===== src/rtl/dnn_result_readout.sv =====
// dnn_result_readout: captures a bank of signed class scores when the inference
// engine signals done, scans the bank for the maximum score (argmax) one class
// per cycle, and serves registered indexed reads of the captured bank.
// Optional feature macro: READOUT_IDX_ERR_EN adds an rd_err output that flags
// reads with an out-of-range class index (such reads then return zero).
module dnn_result_readout #(
    parameter int DATA_WIDTH  = 11,
    parameter int NUM_CLASSES = 10,
    parameter int IDX_WIDTH   = 4
) (
    input  logic                              clk,
    input  logic                              rst,
    input  logic                              cap,
    input  logic                              clear,
    input  logic [NUM_CLASSES*DATA_WIDTH-1:0] scores,
    input  logic                              rd_en,
    input  logic [IDX_WIDTH-1:0]              rd_idx,
    output logic [DATA_WIDTH-1:0]             rd_data,
    output logic                              rd_valid,
`ifdef READOUT_IDX_ERR_EN
    output logic                              rd_err,
`endif
    output logic                              busy,
    output logic                              result_valid,
    output logic [IDX_WIDTH-1:0]              class_id,
    output logic [DATA_WIDTH-1:0]             max_score
);

    // Reject parameter sets the index logic cannot represent.
    if (NUM_CLASSES < 2 || NUM_CLASSES > 16 || IDX_WIDTH < $clog2(NUM_CLASSES)) begin : g_bad_params
        $error("dnn_result_readout: illegal NUM_CLASSES/IDX_WIDTH combination");
    end

    typedef enum logic [1:0] {
        IDLE = 2'd0,
        SCAN = 2'd1,
        DONE = 2'd2
    } state_t;

    localparam logic [IDX_WIDTH-1:0] LAST_IDX = IDX_WIDTH'(NUM_CLASSES - 1);

    state_t                        state_q, state_d;
    logic signed [DATA_WIDTH-1:0]  bank_q [NUM_CLASSES];
    logic signed [DATA_WIDTH-1:0]  bank_d [NUM_CLASSES];
    logic [IDX_WIDTH-1:0]          cnt_q, cnt_d;
    logic [IDX_WIDTH-1:0]          class_id_q, class_id_d;
    logic signed [DATA_WIDTH-1:0]  max_score_q, max_score_d;
    logic signed [DATA_WIDTH-1:0]  rd_data_q, rd_data_d;
    logic                          rd_valid_q, rd_valid_d;
    logic                          busy_q, busy_d;
    logic                          result_valid_q, result_valid_d;
`ifdef READOUT_IDX_ERR_EN
    logic                          rd_err_q, rd_err_d;
`endif

    // Bank entry currently under comparison and bank entry addressed by a read.
    logic signed [DATA_WIDTH-1:0]  scan_val;
    logic signed [DATA_WIDTH-1:0]  rd_sel;
    logic                          rd_oob;

    // Next-state logic: clear beats cap, cap restarts a scan from any state,
    // SCAN walks the bank keeping the lowest index on ties.
    always_comb begin
        state_d     = state_q;
        bank_d      = bank_q;
        cnt_d       = cnt_q;
        class_id_d  = class_id_q;
        max_score_d = max_score_q;

        scan_val = bank_q[0];
        rd_sel   = bank_q[0];
        for (int k = 0; k < NUM_CLASSES; k++) begin
            if (cnt_q == IDX_WIDTH'(k))  scan_val = bank_q[k];
            if (rd_idx == IDX_WIDTH'(k)) rd_sel   = bank_q[k];
        end
        rd_oob = (int'(rd_idx) >= NUM_CLASSES);

        if (clear) begin
            for (int k = 0; k < NUM_CLASSES; k++) bank_d[k] = '0;
            cnt_d       = '0;
            class_id_d  = '0;
            max_score_d = '0;
            state_d     = IDLE;
        end else if (cap) begin
            for (int k = 0; k < NUM_CLASSES; k++) bank_d[k] = scores[k*DATA_WIDTH +: DATA_WIDTH];
            cnt_d       = IDX_WIDTH'(1);
            class_id_d  = '0;
            max_score_d = scores[DATA_WIDTH-1:0];
            state_d     = SCAN;
        end else if (state_q == SCAN) begin
            if (scan_val > max_score_q) begin
                max_score_d = scan_val;
                class_id_d  = cnt_q;
            end
            if (cnt_q == LAST_IDX) begin
                cnt_d   = '0;
                state_d = DONE;
            end else begin
                cnt_d = cnt_q + IDX_WIDTH'(1);
            end
        end

        busy_d         = (state_d == SCAN);
        result_valid_d = (state_d == DONE);

        // Reads see the bank as it was before this edge, so a read issued
        // together with cap returns the pre-capture value.
        rd_valid_d = rd_en;
        rd_data_d  = rd_data_q;
`ifdef READOUT_IDX_ERR_EN
        rd_err_d = rd_en & rd_oob;
        if (rd_en) rd_data_d = rd_oob ? '0 : rd_sel;
`else
        if (rd_en) rd_data_d = rd_oob ? bank_q[0] : rd_sel;
`endif
    end

    // State and datapath registers; reset clears everything immediately.
    always_ff @(posedge clk or negedge rst) begin
        if (!rst) begin
            state_q        <= IDLE;
            for (int k = 0; k < NUM_CLASSES; k++) bank_q[k] <= '0;
            cnt_q          <= '0;
            class_id_q     <= '0;
            max_score_q    <= '0;
            rd_data_q      <= '0;
            rd_valid_q     <= 1'b0;
            busy_q         <= 1'b0;
            result_valid_q <= 1'b0;
`ifdef READOUT_IDX_ERR_EN
            rd_err_q       <= 1'b0;
`endif
        end else begin
            state_q        <= state_d;
            bank_q         <= bank_d;
            cnt_q          <= cnt_d;
            class_id_q     <= class_id_d;
            max_score_q    <= max_score_d;
            rd_data_q      <= rd_data_d;
            rd_valid_q     <= rd_valid_d;
            busy_q         <= busy_d;
            result_valid_q <= result_valid_d;
`ifdef READOUT_IDX_ERR_EN
            rd_err_q       <= rd_err_d;
`endif
        end
    end

    assign rd_data      = rd_data_q;
    assign rd_valid     = rd_valid_q;
    assign busy         = busy_q;
    assign result_valid = result_valid_q;
    assign class_id     = class_id_q;
    assign max_score    = max_score_q;
`ifdef READOUT_IDX_ERR_EN
    assign rd_err       = rd_err_q;
`endif

endmodule


===== config.mk =====
export PLATFORM = sky130hd
export DESIGN_NAME = dnn_result_readout
export DESIGN_NICKNAME = d
export VERILOG_FILES = /design/src/rtl/dnn_result_readout.sv
export SDC_FILE = /design/constraint.sdc
export NUM_CORES = 1
export LEC_CHECK = 0
export CORE_UTILIZATION = 40
export DETAILED_ROUTE_END_ITERATION = 12
export PLACE_DENSITY = 0.7
export SKIP_CTS_REPAIR_TIMING = 1
export SLEW_MARGIN = 20
export SYNTH_ARGS = -nofsm -noshare
export SYNTH_HDL_FRONTEND = slang
export SYNTH_SLANG_ARGS = --single-unit

===== constraint.sdc =====
create_clock -name clk -period 6.55 [get_ports clk]
set_input_delay 0.9825 -clock clk [delete_from_list [all_inputs] [get_ports clk]]
set_output_delay 0.9825 -clock clk [all_outputs]
set_load 0.02 [all_outputs]

==> results.tsv <==
stage	metric	value	unit
detailed_routing	vias	8032	
floorplanning	start_util	41.2	%
detailed_routing	vias_per_cell	5.94	
detailed_routing	drc	0	
synth	synth_edf_count	0	
detailed_routing	wl_per_cell	21.7	um
power	peakVddDrop	0.000157	V
worst_setup_path	start_kind	flip-flop	
timing	skew	0.00972	ns
timing	fin_crit_sh	70.9	%
outcome	outcome	completed	
worst_setup_path	worstSetupPathType	reg2reg	
clock_network	htree_num_levels	4	
floorplanning	rows	53	
worst_setup_path	critPathSlowestCell	dfrtp_2	
clock_network	ctsRootBufferMaster	clkbuf_16	
synth	syn_inst	965	
global_route	grt_pass1_vias	7592	
synth	syn-cell-area	8750	um2
synth	yosys_warnings	0	
timing	finalSetupTns	0	ns
global_route	grt_remaining_overflow	0	
worst_setup_path	worstPathMaxFanout	51	
worst_setup_path	cp_cell_sequence	nor2_1 -> a21oi_1 -> o221ai_1 -> o31ai_1 -> ha_1 -> nand4_1 -> nor2_1 -> a41o_1 -> a21oi_1 -> and2_0 -> a221o_1	
synth	synth-seq-cells	145	
synth	synthTopCellsByArea	dfrtp_1, mux2i_1, nor2_1	
global_route	antenna_found_initial	1	
place	place_hpwl	21900	um
worst_setup_path	r2r-start	cnt_q[1]	
timing	setup_viol_count_final	0	
timing	fin_crit	4.65	ns
synth	synth.largest_area_cell	dfrtp_1	
global_route	grt_usage	26.8	%
place	gp_congestion	0.956	
floorplanning	io_pins	148	
timing	grt_setup_unrepaired	no	
worst_setup_path	end_kind	flip-flop	
timing	final_hold_viol_count	0	
synth	syn_avg_cell_area	9.06	um2
power	power_per_cell_area	234	nW/um2
worst_setup_path	timing.rr.end	max_score[7]	
finish	nets	1195	
synth	synth_common_cells	nor2_1, dfrtp_1, mux2i_1, nand2_1, o21ai_0	
worst_setup_path	startpoint	cnt_q[1]	
worst_setup_path	endpoint	max_score[7]	
timing	whs	0.520	ns
min_path	hold_path_class	reg2reg	
worst_setup_path	max_stage_delay	1.01	ns
place	port-buffer-count	147	
job	maxCapViolations	0	
timing	fmaxAchievable	0.215	GHz
finish	multi_input_area	4620	um2
global_route	grt_pass1_wl	44700	um
finish	final_core_utilization	51.3	%
detailed_routing	drt_wl_total	29300	um
clock_network	cts_made_buffers	17	
clock_network	cts_tree	built	
clock_network	clockBufferDepth	2	
detailed_routing	drt_iter0_drc	835	
worst_setup_path	worst_ep_required_time	6.92	ns
finish	seqCellArea	3630	um2
timing	slew_headroom	33.7	%
worst_setup_path	crit_arrival	5.02	ns
synth	synth.distinct_cells	67	
timing	slew_viol_final	0	
synth	syn_nets	1095	
worst_setup_path	regToRegSetupSlack	1.90	ns
floorplanning	die_w	150	um
detailed_routing	drtPass1Iterations	6	
synth	synthFlopType	dfrtp_1	
synth	yosysMostFrequentCell	nor2_1	
floorplanning	die_y	150	um
clock_network	clock_sinks	145	
clock_network	insertion_delay	0.44	ns
worst_setup_path	reg2regPathDepth	11	
power	p_leak	4.75	nW
finish	syn2layout_area_growth	24.5	%
timing	worst_slack	1.90	ns
floorplanning	dieArea	22500	um2
finish	final_layout_size_suffix_gt1_share	5.19	%
synth	synth_top_area_share	41.5	%
finish	antenna_cells	0	
synth	async_flop_share	100	%
floorplanning	core_area	21200	um2
global_route	grt_max_degree	82	
synth	seq_area_frac_synth	41.5	%
power	totalPowerFinal	2.54	mW
finish	fillerInstances	1993	
timing	tightest_slew	0.995	ns
detailed_routing	postRouteAntennaNets	0	
place	dp_slack	2.04	ns
clock_network	clk_pin_slew	0.07	ns
kinds of logic after synthesis:
logic type / Yosys count / synth area share (%)
fa+ha+maj: 11 / 1.57
mux: 147 / 16.9
compound gates: 237 / 17.6
buf+inv: 107 / 5.71
flops: 145 / 41.5
xor+xnor: 2 / 0.200
simple gates: 316 / 16.6
cells in the final DEF, fill, tap and decap left out, types with 7 or more instances in the layout:
cell             synthesis  routed
nor2_1                 158     158
dfrtp_1                145     144
clkdlybuf4s50_1          0     144
mux2i_1                142     142
nand2_1                 58      58
o21ai_0                 58      58
a21oi_1                 55      55
inv_1                   30      30
o22ai_1                 26      26
clkbuf_16                0      17
nand2b_1                15      15
nor2b_1                 14      14
nor3_1                  14      14
nor3b_1                 13      13
o221ai_1                13      13
nand3_1                 12      12
buf_4                    7      12
ha_1                    11      11
a22oi_1                 10      10
a211oi_1                10      10
or3_1                    7       7
o21ai_1                  7       7
worst max-delay path, delay by kind of cell (launching register included):
kind | cells | cell delay, ns
fa+ha+maj | 1 | 0.34
simple gates | 4 | 0.74
flops | 1 | 1.01
compound gates | 6 | 2.46
per-layer routing:
layer,wire (um),global-route usage [%]
met1,12800,37.9
met2,13100,40.3
met3,2510,5.52
met4,893,9.65
met5,0,0
power breakdown:
part / leakage, nW / switching (mW) / total [mW] / internal [mW]
logic: 2.54 / 0.252 / 0.473 / 0.221
clock network: 0.297 / 0.397 / 1.05 / 0.649
registers: 1.91 / 0.0725 / 1.02 / 0.951
total: 4.75 / 0.722 / 2.54 / 1.82
worst min path at each step:
stage                           from          to  slack, ns  depth (start not counted)
final                     rd_data[8]  rd_data[8]       0.52                          1
after global routing      rd_data[0]  rd_data[0]       0.54                          1
after CTS                 rd_data[0]  rd_data[0]       0.53                          1
after detailed placement  rd_data[0]  rd_data[0]       0.51                          1
after global placement    rd_data[0]  rd_data[0]       0.50                          1
after floorplan           bank_q[62]  bank_q[62]       0.49                          2
state kept, by name, indices dropped and copies added (netlist names):
signal and count:
cnt_q 4, max_score 11, bank_q 110, result_valid 1
rd_valid 1, busy 1, class_id 4, state_q 2
rd_data 11
area by class of cell:
type | count | area share (%)
multi-input cells | 713 | 42.4
flip-flops and latches | 145 | 33.3
repair buffers | 158 | 14.3
clock buffers | 20 | 4.10
well taps | 275 | 3.16
clock inverters | 12 | 1.68
inverters | 30 | 1.03
metrics by stage:
stage	cell area, um2	std cells
2_1_floorplan	8750	965
4_1_cts	10900	1353
6_report	10900	1353
5_1_grt	10900	1353
3_3_place_gp	10300	1321
3_5_place_dp	10300	1321
Power figures use the tool's default switching activity.
